`src/rtl/reg_file_param.sv`:
```
// Parameterised register file: two registered read ports, one write port and a
// one-register-per-cycle clear sweep that runs while busy is high.
module reg_file_param #(
  parameter int DATA_W = 16,
  parameter int ADDR_W = 4
) (
  input  logic              clk,
  input  logic              rst,
  input  logic [ADDR_W-1:0] src1,
  input  logic [ADDR_W-1:0] src2,
  input  logic [ADDR_W-1:0] dest,
  input  logic [DATA_W-1:0] writeVal,
  input  logic              writeEn,
  input  logic              readEn,
  input  logic              clrReq,
  output logic [DATA_W-1:0] reg1,
  output logic [DATA_W-1:0] reg2,
  output logic              rdValid,
  output logic              busy
);

  localparam int DEPTH = 2 ** ADDR_W;
  localparam logic [ADDR_W-1:0] LAST_IDX = ADDR_W'(DEPTH - 1);

  typedef enum logic [0:0] {
    ST_IDLE  = 1'b0,
    ST_CLEAR = 1'b1
  } state_e;

  state_e            state_q, state_d;
  logic [ADDR_W-1:0] sweep_q, sweep_d;
  logic [DATA_W-1:0] mem_q [DEPTH];
  logic [DATA_W-1:0] reg1_q, reg1_d;
  logic [DATA_W-1:0] reg2_q, reg2_d;
  logic              rd_valid_q, rd_valid_d;

  logic              busy_s;
  logic              user_wr_s;
  logic              wr_en_s;
  logic [ADDR_W-1:0] wr_addr_s;
  logic [DATA_W-1:0] wr_data_s;

  // Busy is decoded straight from the state register.
  always_comb begin
    busy_s = (state_q == ST_CLEAR);
  end

  // Clear-sweep FSM: the counter wraps to zero on exit so it never leaves range.
  always_comb begin
    state_d = state_q;
    sweep_d = sweep_q;
    case (state_q)
      ST_IDLE: begin
        sweep_d = '0;
        if (clrReq) begin
          state_d = ST_CLEAR;
        end else begin
          state_d = ST_IDLE;
        end
      end
      ST_CLEAR: begin
        if (sweep_q == LAST_IDX) begin
          state_d = ST_IDLE;
          sweep_d = '0;
        end else begin
          state_d = ST_CLEAR;
          sweep_d = sweep_q + ADDR_W'(1'b1);
        end
      end
      default: begin
        state_d = ST_IDLE;
        sweep_d = '0;
      end
    endcase
  end

  // Single write port: the sweep owns it while busy, so user writes are dropped.
  always_comb begin
    user_wr_s = writeEn && !busy_s;
    if (busy_s) begin
      wr_en_s   = 1'b1;
      wr_addr_s = sweep_q;
      wr_data_s = '0;
    end else if (writeEn) begin
      wr_en_s   = 1'b1;
      wr_addr_s = dest;
      wr_data_s = writeVal;
    end else begin
      wr_en_s   = 1'b0;
      wr_addr_s = dest;
      wr_data_s = writeVal;
    end
  end

  // Read ports with write-first bypass, evaluated independently per port.
  always_comb begin
    reg1_d     = reg1_q;
    reg2_d     = reg2_q;
    rd_valid_d = readEn;
    if (readEn) begin
      if (user_wr_s && (src1 == dest)) begin
        reg1_d = writeVal;
      end else begin
        reg1_d = mem_q[src1];
      end
      if (user_wr_s && (src2 == dest)) begin
        reg2_d = writeVal;
      end else begin
        reg2_d = mem_q[src2];
      end
    end else begin
      reg1_d = reg1_q;
      reg2_d = reg2_q;
    end
  end

  // State, storage and output registers; reset wins over every request.
  always_ff @(posedge clk) begin
    if (!rst) begin
      state_q    <= ST_IDLE;
      sweep_q    <= '0;
      reg1_q     <= '0;
      reg2_q     <= '0;
      rd_valid_q <= 1'b0;
      for (int i = 0; i < DEPTH; i++) begin
        mem_q[i] <= '0;
      end
    end else begin
      state_q    <= state_d;
      sweep_q    <= sweep_d;
      reg1_q     <= reg1_d;
      reg2_q     <= reg2_d;
      rd_valid_q <= rd_valid_d;
      if (wr_en_s) begin
        mem_q[wr_addr_s] <= wr_data_s;
      end
    end
  end

  assign reg1    = reg1_q;
  assign reg2    = reg2_q;
  assign rdValid = rd_valid_q;
  assign busy    = busy_s;

endmodule

```
`config.mk`:
```
export PLATFORM = sky130hd
export DESIGN_NAME = reg_file_param
export DESIGN_NICKNAME = d
export VERILOG_FILES = /design/src/rtl/reg_file_param.sv
export SDC_FILE = /design/constraint.sdc
export NUM_CORES = 1
export LEC_CHECK = 0
export CAP_MARGIN = 10
export CORE_MARGIN = 2
export CORE_UTILIZATION = 65
export DETAILED_ROUTE_END_ITERATION = 8
export PLACE_DENSITY = 0.85
export SLEW_MARGIN = 25
export SYNTH_ARGS = -nofsm -noshare
export SYNTH_HDL_FRONTEND = slang
export SYNTH_SLANG_ARGS = --single-unit
export TNS_END_PERCENT = 50
```
`constraint.sdc`:
```
create_clock -name clk -period 5.67 [get_ports clk]
set_input_delay 0.8505 -clock clk [delete_from_list [all_inputs] [get_ports clk]]
set_output_delay 0.8505 -clock clk [all_outputs]
set_load 0.03 [all_outputs]
```
==> results.ini, run 1 <==
[global_route]
grt_pass1_wl_um = 65600
grt_overflow = 0
gr-usage-all-layers_pct = 38.1
antenna_found_initial = 0
grt_pass1_vias = 10157
grt_max_degree = 65

[place]
port_buffers = 66
gp_congestion = 0.953
placed_area_sq_mm = 0.0154
place_hpwl_um = 29100

[timing]
tightest_slew_ns = 1.18
maxSlewHeadroom_pct = 21.5
finalCritPeriodShare_pct = 63.0
setup_tns_ns = 0
max_freq_mhz = 280
clock_skew_ns = 0.0342
rsz0062_at_grt = false
finalMaxSlewViolations = 0
setup_viol = 0
final-hold-violation-count = 0
fin_crit_ns = 3.57

[floorplanning]
dieWidth_um = 155
start_util_pct = 65.8
row_count = 55
io_pins = 67
chipHeight_um = 155
dieArea_sq_mm = 0.0241
coreArea_sq_mm = 0.0226

[worst_setup_path]
start_kind = input port
timing_worst_setup_path_type = in -> reg
max_stage_delay_ns = 0.67
cp_slowest_cell = a211oi_2
crit_path_end_kind = flip-flop
crit_buf_inv = 3
worst-path-max-fanout = 36
crit_chain = clkdlybuf4s50_1 > buf_4 > inv_2 > a211oi_2 > nand2_2 > nand2_1
critical_path.top_delay_family = buffers and inverters
cp_data_required_time_ns = 5.87
cp_num_cells = 6
reg2reg_depth = 5
cp.arrival_ns = 3.78

[clock_tree]
path_clk_slew_ns = 0.07
postCtsHoldBufs = 0
ctsRootBufferMaster = clkbuf_16
cts_resized = 0
cts_tree = yes
cts_buffer_depth = 3
clock_sinks = 294
clk_latency_ns = 0.57
numCtsBuffers = 29
postCtsSetupRepairBufs = 0
h-tree-depth = 1

[yosys]
ys_seq_area_share_pct = 56.9
synth_area_sq_mm = 0.0149
synth_warnings = 0
synth_edf_count = 256
synth_flop_cell = edfxtp_1
ys_ff_latch = 294
syn-num-nets = 1116
synthCells = 1082
avgSynthCellArea_sq_um = 13.7
ys_async_sr_fraction_pct = 0
synth_cell_types = 38

[cells_and_area]
antennaDiodeCount = 0
nNetsFinal = 1122
drive_above_1_share_pct = 25.8
regArea_sq_mm = 0.00845
multiInputGateArea_sq_mm = 0.00589
fillerInstances = 1360
areaGrowthSynthToFinish_pct = 10.7
fin_area_sq_mm = 0.0165

[routing]
viasPerCell = 7.46
ant_nets = 0
drtPass1Iterations = 6
wirelength_um = 44900
drc = 0
wl_per_cell_um = 32.2
initialDrtViolationCount = 2089
vias = 10413

[outcome]
status = completed

[worst_hold_path]
worstHoldPathCells = 1
worst_hold_path_type = reg -> reg

[power_and_ir_drop]
power_leakage_nw = 5.76
power_density_mw_per_mm2 = 319
vdd_drop_max_uv = 214

[job]
max_cap_violations = 0

-- layer usage --
| layer | up-vias | track usage [%] | wire (um) |
|---|---|---|---|
| met3 | 167 | 13.1 | 8110 |
| met5 | - | 0 | 0 |
| met1 | 5069 | 52.9 | 14700 |
| met2 | 1083 | 54.4 | 19300 |
| met4 | 0 | 19.4 | 2720 |
| li1 | 4094 | - | - |
-- cell usage in the layout, fill, tap and decap left out, types with 5 or more instances in the layout --
cell | Yosys | final
nor2b_1 | 5 | 5
clkinv_2 | 0 | 5
edfxtp_1 | 256 | 256
nand3_1 | 6 | 6
clkinvlp_4 | 0 | 7
clkdlybuf4s50_1 | 0 | 62
clkbuf_16 | 0 | 29
o221a_2 | 31 | 31
nand2b_1 | 19 | 15
xor2_1 | 10 | 10
nand2_4 | 8 | 8
buf_4 | 7 | 16
nor2_1 | 298 | 298
nand2_1 | 51 | 51
nor2_2 | 27 | 27
mux4_2 | 128 | 128
dfxtp_1 | 38 | 38
nand2_2 | 8 | 8
a22oi_1 | 64 | 64
-- final cells by class --
| type | instances | share of cell area (%) |
|---|---|---|
| Sequential cell | 294 | 51.3 |
| Multi-Input combinational cell | 678 | 35.8 |
| Timing Repair Buffer | 81 | 4.65 |
| Clock buffer | 31 | 4.46 |
| Tap cell | 285 | 2.17 |
| Clock inverter | 23 | 1.51 |
| Inverter | 4 | 0.0912 |
-- through the flow --
step                hold WS [ns]  worst slack, ns  utilization, %  power, W  std cells
floorplan                  0.448             2.91               -   0.00299       1082
global placement           0.474             1.78            68.4   0.00322       1341
detailed placement         0.553             1.72            68.4   0.00325       1341
CTS                        0.553             2.25            72.8   0.00520       1395
global route               0.565             1.97            72.9   0.00534       1396
finish                     0.546             2.10            72.9   0.00526       1396
-- worst paths after layout --
| check | from | to | slack (ns) |
|---|---|---|---|
| worst max-delay path | rst | mem_q[13][9]$_SDFFCE_PN0P_ | 2.10 |
| worst min-delay path | sweep_q[0]$_SDFF_PP0_ | sweep_q[0]$_SDFF_PP0_ | 0.55 |
| worst min register to register | sweep_q[0]$_SDFF_PP0_ | sweep_q[0]$_SDFF_PP0_ | 0.55 |
| worst max register to register | busy$_SDFF_PN0_ | mem_q[5][14]$_SDFFCE_PN0P_ | 2.34 |
-- power by group --
group / internal, W / total, W / leakage [nW] / switching (W)
clock: 0.00113 / 0.00201 / 0.461 / 0.000883
combinational: 0.000264 / 0.000711 / 2.34 / 0.000446
sequential: 0.00246 / 0.00253 / 2.96 / 0.0000783
total: 0.00385 / 0.00526 / 5.76 / 0.00141
-- state kept, by name, summed over array words and instances (netlist names) --
signal,cells
reg2,16
reg1,16
busy,1
sweep_q,4
mem_q,256
rdValid,1
-- cell families (layout without fill, tap and decap cells) --
group	count (synthesis)	count (layout)	synth area share, %
and+or+nand+nor	430	430	12.5
DFF	294	294	56.9
muxes	130	130	19.6
buffers and inverters	110	139	3.60
AOI/OAI and AO/OA	107	107	6.78
xor gates and xnor gates	10	10	0.589
adders and majority gates	1	1	0.0842
-- synthesized netlist by cell type (14+ instances only) --
library cell / number / area [sq um]
nand2b_1: 19 / 119
edfxtp_1: 256 / 7690
nand2_1: 51 / 191
clkbuf_1: 54 / 203
buf_2: 22 / 110
nor2_2: 27 / 169
dfxtp_1: 38 / 761
buf_1: 14 / 52.6
nor2_1: 298 / 1120
o221a_2: 31 / 349
a22oi_1: 64 / 480
mux4_2: 128 / 2880
No activity file was read; power rests on OpenSTA's default activity.
==> run 2, diff against run 1 <==
--- a/config.mk
+++ b/config.mk
@@ -7,9 +7,9 @@
 export LEC_CHECK = 0
 export CAP_MARGIN = 10
 export CORE_MARGIN = 2
-export CORE_UTILIZATION = 65
+export CORE_UTILIZATION = 55
 export DETAILED_ROUTE_END_ITERATION = 8
-export PLACE_DENSITY = 0.85
+export PLACE_DENSITY = 0.76
 export SLEW_MARGIN = 25
 export SYNTH_ARGS = -nofsm -noshare
 export SYNTH_HDL_FRONTEND = slang
==> constraint.sdc (replaced) <==
create_clock -name clk -period 3 [get_ports clk]
set_input_delay 0.45 -clock clk [delete_from_list [all_inputs] [get_ports clk]]
set_output_delay 0.45 -clock clk [all_outputs]
set_load 0.03 [all_outputs]
==> run 2 against run 1 <==
Global-route usage shrank 11 points. Highest routed layer unchanged. Die area grew 18%. Count of clock-buffer cells in the layout grew 11. Sequential share of layout area shrank 1.8 points. Total power grew 89%. First-iteration DRC count shrank 43%. Largest cell class unchanged.
==> results.ini, run 2 (synthesis results as in run 1) <==
[timing]
timing.hold.ws_ns = 0.505  ; -0.0406 ns
tightest_slew_ns = 0.996  ; -0.182 ns
clock_skew_ns = 0.0117  ; -0.0225 ns
finalCritPeriodShare_pct = 86.4
max_freq_mhz = 386
finalMaxSlewViolations = 0  ; unchanged
final-hold-violation-count = 0  ; unchanged
setup_tns_ns = 0  ; unchanged
maxSlewHeadroom_pct = 33.6  ; +12 points
setup_viol = 0  ; unchanged
rsz0062_at_grt = false
fin_crit_ns = 2.59

[place]
placed_area_sq_mm = 0.0160  ; +3.8%
place_hpwl_um = 26700  ; -8.4%
port_buffers = 66  ; unchanged
gp_congestion = 0.935  ; -1.8%

[worst_setup_path]
timing_worst_setup_path_type = reg -> out
reg2reg_depth = 6  ; +1
cp_slowest_cell = clkdlybuf4s50_1
cp_data_required_time_ns = 2.55  ; -3.32 ns
worst-path-max-fanout = 16  ; -56%
crit_buf_inv = 1  ; -2
start_kind = flip-flop
critical_path.top_delay_family = buffers and inverters
crit_path_end_kind = output port
cp_num_cells = 1  ; -5
cp.arrival_ns = 2.14  ; -1.64 ns
max_stage_delay_ns = 0.80  ; +0.13 ns
crit_chain = clkdlybuf4s50_1

[global_route]
gr-usage-all-layers_pct = 26.9  ; -11 points
antenna_found_initial = 0  ; unchanged
grt_pass1_vias = 9785  ; -3.7%
grt_pass1_wl_um = 58000  ; -11%
grt_max_degree = 65  ; unchanged
grt_overflow = 0  ; unchanged

[floorplanning]
coreArea_sq_mm = 0.0267  ; +18%
chipHeight_um = 168  ; +8.5%
dieArea_sq_mm = 0.0283  ; +18%
dieWidth_um = 168  ; +8.5%
start_util_pct = 55.6  ; -10 points
io_pins = 67  ; unchanged
row_count = 60  ; +9.1%

[cells_and_area]
drive_above_1_share_pct = 28.5  ; +2.7 points
largest_reg_flops = 256  ; unchanged
final_cell_mix = 298 x nor2_1, 256 x edfxtp_1, 128 x mux4_2
fillerInstances = 1878  ; +38%
fin_area_sq_mm = 0.0171  ; +3.6%
regMostFlops = mem_q
postLayoutCoreUtil_pct = 63.8  ; -9.1 points
final_common_cell = nor2_1
nNetsFinal = 1178  ; +5.0%
antennaDiodeCount = 0  ; unchanged
areaGrowthSynthToFinish_pct = 14.8

[routing]
ant_nets = 0  ; unchanged
vias = 9781  ; -6.1%
wl_per_cell_um = 24.8  ; -23%
initialDrtViolationCount = 1193  ; -43%
wirelength_um = 37400  ; -17%
drc = 0  ; unchanged
viasPerCell = 6.48  ; -13%
drtPass1Iterations = 7  ; +1

[worst_hold_path]
worst_hold_path_type = reg -> reg
worstHoldPathCells = 1  ; unchanged

[power_and_ir_drop]
vdd_drop_max_uv = 455  ; +110%
power_leakage_nw = 6.08  ; +5.5%
power.total_w = 0.00992  ; +89%
power_density_mw_per_mm2 = 582  ; +82%

[clock_tree]
ctsRootBufferMaster = clkbuf_16
clk_latency_ns = 0.58  ; about the same
h-tree-depth = 1  ; unchanged
cts_buffer_depth = 3  ; unchanged
clock_sinks = 294  ; unchanged
cts_tree = yes
postCtsHoldBufs = 0  ; unchanged
numCtsBuffers = 31  ; +6.9%
cts_resized = 0  ; unchanged
path_clk_slew_ns = 0.06  ; about the same
postCtsSetupRepairBufs = 0  ; unchanged

[outcome]
status = completed

[job]
max_cap_violations = 0  ; unchanged

==> run 2: cell count changes in the layout (fill, tap and decap cells not counted), sizes merged <==
cell      before  now
bufinv         4    2
buf           19   73
clkinv        11   10
clkinvlp       7    3
clkbuf        31   42
==> run 2: through the flow <==
stage | std cells | setup slack (ns)
2_1_floorplan | 1082 | 0.486
3_3_place_gp | 1452 | 0.234
3_5_place_dp | 1452 | 0.187
4_1_cts | 1510 | 0.420
5_1_grt | 1510 | 0.373
6_report | 1510 | 0.409
==> run 2: layout make-up <==
| class | count | area (sq um) | area share, % |
|---|---|---|---|
| multi-input combinational | 678 | 5880 | 34.5 |
| clock inverter | 16 | 154 | 0.902 |
| clock buffer | 42 | 868 | 5.09 |
| inverter | 4 | 15.0 | 0.0880 |
| timing repair buffer | 135 | 1260 | 7.41 |
| sequential | 294 | 8450 | 49.5 |
| tap | 341 | 427 | 2.50 |
==> run 2: report_power, final <==
part           internal [W]  switching, W  leakage, nW
combinational      0.000554      0.000756         2.63
sequential          0.00464      0.000115         2.96
clock               0.00221       0.00165        0.490
==> run 2: worst register-to-register path, delay by kind of cell, from the launching register on <==
| family | cells | cell delay (ns) |
|---|---|---|
| flip-flops | 1 | 0.53 |
| buffers and inverters | 2 | 0.41 |
| AO/OA/AOI/OAI | 1 | 0.27 |
| AND/OR/NAND/NOR | 3 | 1.03 |
==> run 2: routing by layer <==
layer / vias up / GRT usage [%] / part of all wire (%) / wire length, um
met4: 0 / 5.43 / 1.6 / 613
met2: 610 / 45.5 / 49 / 18500
met5: - / 0 / 0 / 0
met1: 4907 / 37.1 / 39 / 14400
li1: 4203 / - / - / -
met3: 61 / 4.87 / 10 / 3850
==> run 2: worst paths after layout <==
path                         start                   endpoint  slack [ns]
max                busy$_SDFF_PN0_                       busy        0.41
min          sweep_q[0]$_SDFF_PP0_      sweep_q[0]$_SDFF_PP0_        0.51
max reg2reg        busy$_SDFF_PN0_  mem_q[0][9]$_SDFFCE_PN0P_        0.48
min reg2reg  sweep_q[0]$_SDFF_PP0_      sweep_q[0]$_SDFF_PP0_        0.51
==> run 3, diff against run 2 <==
--- a/config.mk
+++ b/config.mk
@@ -6,10 +6,12 @@
 export NUM_CORES = 1
 export LEC_CHECK = 0
 export CAP_MARGIN = 10
-export CORE_MARGIN = 2
-export CORE_UTILIZATION = 55
+export CELL_PAD_IN_SITES_DETAIL_PLACEMENT = 1
+export CELL_PAD_IN_SITES_GLOBAL_PLACEMENT = 1
+export CORE_MARGIN = 10
+export CORE_UTILIZATION = 46
 export DETAILED_ROUTE_END_ITERATION = 8
-export PLACE_DENSITY = 0.76
+export PLACE_DENSITY_LB_ADDON = 0.1
 export SLEW_MARGIN = 25
 export SYNTH_ARGS = -nofsm -noshare
 export SYNTH_HDL_FRONTEND = slang
==> run 3 against run 2 <==
Final area up 0.84%. Largest cell class unchanged. Final cell count rose by 4.2%. Combinational power is 4% higher. Critical endpoint unchanged. Clock power grew 7.8%. Largest power group unchanged. Worst setup slack lost 0.21 ns. Utilization fell by 9.6 points. Sequential cell count unchanged. Clock skew down 0.0023 ns. Register-to-register slack improved by 0.10 ns. Total power increased by 3.6%. Fmax decreased by 7.6%. Die area up 41%.
==> results.ini, run 3 (synthesis results as in run 1) <==
[timing]
setup_tns_ns = 0  ; unchanged
finalCritPeriodShare_pct = 93.5  ; +7.1 points
maxSlewHeadroom_pct = 41.8  ; +8.2 points
tightest_slew_ns = 0.873  ; -0.123 ns
rsz0062_at_grt = false
max_freq_mhz = 357  ; -7.6%
setup_viol = 0  ; unchanged
fin_crit_ns = 2.80  ; +0.214 ns
finalMaxSlewViolations = 0  ; unchanged
final-hold-violation-count = 0  ; unchanged
clock_skew_ns = 0.00944  ; -0.00225 ns

[worst_setup_path]
cp_data_required_time_ns = 2.55  ; about the same
max_stage_delay_ns = 0.77  ; -0.03 ns
cp_slowest_cell = dfxtp_1
cp_num_cells = 2  ; +1
start_kind = flip-flop
crit_path_end_kind = output port
r2r_end = mem_q[1][7]$_SDFFCE_PN0P_
crit_chain = buf_4 > clkdlybuf4s50_1
reg2reg_depth = 6  ; unchanged
timing_worst_setup_path_type = reg -> out
worst-path-max-fanout = 19  ; +3
cp.arrival_ns = 2.35  ; +0.21 ns
r2r-start = busy$_SDFF_PN0_
critical_path.top_delay_family = buffers and inverters
crit_buf_inv = 2  ; +1
rrSetupSlack_ns = 0.58  ; +0.10 ns

[outcome]
status = completed

[clock_tree]
ctsRootBufferMaster = clkbuf_16
numCtsBuffers = 34  ; +9.7%
postCtsSetupRepairBufs = 0  ; unchanged
postCtsHoldBufs = 0  ; unchanged
path_clk_slew_ns = 0.06  ; about the same
cts_buffer_depth = 3  ; unchanged
clock_sinks = 294  ; unchanged
cts_resized = 0  ; unchanged
cts_tree = yes
h-tree-depth = 2  ; +1
clk_latency_ns = 0.51  ; -0.07 ns

[global_route]
antenna_found_initial = 0  ; unchanged
gr-usage-all-layers_pct = 22.1  ; -4.8 points
grt_pass1_wl_um = 65700  ; +13%
grt_max_degree = 66  ; +1.5%
grt_overflow = 0  ; unchanged
grt_pass1_vias = 9982  ; +2.0%

[job]
max_cap_violations = 0  ; unchanged

[power_and_ir_drop]
vdd_drop_max_uv = 507  ; +11%
power_leakage_nw = 6.11  ; +0.54%
power_density_mw_per_mm2 = 597  ; +2.7%

[routing]
ant_nets = 0  ; unchanged
viasPerCell = 6.09  ; -6.0%
drtPass1Iterations = 5  ; -2
drc = 0  ; unchanged
wl_per_cell_um = 27.1  ; +9.6%
vias = 9577  ; -2.1%
wirelength_um = 42700  ; +14%
initialDrtViolationCount = 1040  ; -13%

[cells_and_area]
areaGrowthSynthToFinish_pct = 15.7
nNetsFinal = 1180  ; +0.17%
drive_above_1_share_pct = 28.3  ; -0.22 points
final_cell_mix = 297 x nor2_1, 256 x edfxtp_1, 128 x mux4_2
regMostFlops = mem_q
largest_reg_flops = 256  ; unchanged
antennaDiodeCount = 0  ; unchanged
final_common_cell = nor2_1
fillerInstances = 3088  ; +64%
regArea_sq_mm = 0.00845  ; unchanged
multiInputGateArea_sq_mm = 0.00588  ; about the same
fin_cells = 1573  ; +4.2%

[worst_hold_path]
worstHoldPathCells = 3  ; +2
min_from = clrReq
hold_end = busy$_SDFF_PN0_
worst_hold_path_type = in -> reg

[place]
port_buffers = 66  ; unchanged
gp_congestion = 0.782  ; -16%
place_hpwl_um = 30900  ; +16%
placed_cells = 1512  ; +4.1%

[floorplanning]
io_pins = 67  ; unchanged
start_util_pct = 46.8  ; -8.8 points
dieArea_sq_mm = 0.0399  ; +41%
chipHeight_um = 200  ; +19%
dieWidth_um = 200  ; +19%
coreArea_sq_mm = 0.0317  ; +19%
row_count = 65  ; +8.3%

run 3: worst max path at each step:
stage | start | end | slack, ns
after floorplan | busy$_SDFF_PN0_ | mem_q[6][0]$_SDFFCE_PN0P_ | 0.49
after global placement | dest[2] | mem_q[1][12]$_SDFFCE_PN0P_ | 0.25
after detailed placement | dest[2] | mem_q[1][11]$_SDFFCE_PN0P_ | 0.22
after CTS | busy$_SDFF_PN0_ | busy | 0.19
after global routing | busy$_SDFF_PN0_ | busy | 0.12
final | busy$_SDFF_PN0_ | busy | 0.20
run 3: per-stage QoR:
step                instance area, sq um  util, %  hold WS, ns  power, W  setup slack, ns
CTS                                17200     54.2        0.512    0.0103            0.189
global placement                   16100     50.8        0.468   0.00616            0.253
floorplan                          14900        -        0.448   0.00565            0.486
global route                       17200     54.2        0.548    0.0106            0.119
finish                             17200     54.2        0.518    0.0103            0.195
detailed placement                 16100     50.8        0.513   0.00619            0.219
run 3: where the power goes:
part           internal [W]  switching [W]  total [W]
Sequential          0.00464       0.000108    0.00474
Clock               0.00248        0.00168    0.00416
Combinational      0.000553       0.000812    0.00136
run 3: per-layer routing:
layer	part of all wire [%]	track usage [%]	up-vias	routed length [um]
met5	0	0	-	0
met4	1.3	4.63	0	545
met3	8.4	4.45	39	3590
met2	45	33.4	324	19100
met1	46	32.5	5002	19500
li1	-	-	4212	-
run 3: tightest hold or removal path: cells and delay by family:
kind            cells  cell delay [ns]
buf+inv             1             0.41
compound gates      1             0.06
simple gates        1             0.06
run 3: layout make-up:
| type | count | area share (%) |
|---|---|---|
| Multi-Input combinational cell | 678 | 34.2 |
| Tap cell | 402 | 2.92 |
| Clock buffer | 42 | 5.25 |
| Clock inverter | 19 | 1.12 |
| Sequential cell | 294 | 49.1 |
| Timing Repair Buffer | 134 | 7.30 |
| Inverter | 4 | 0.0873 |
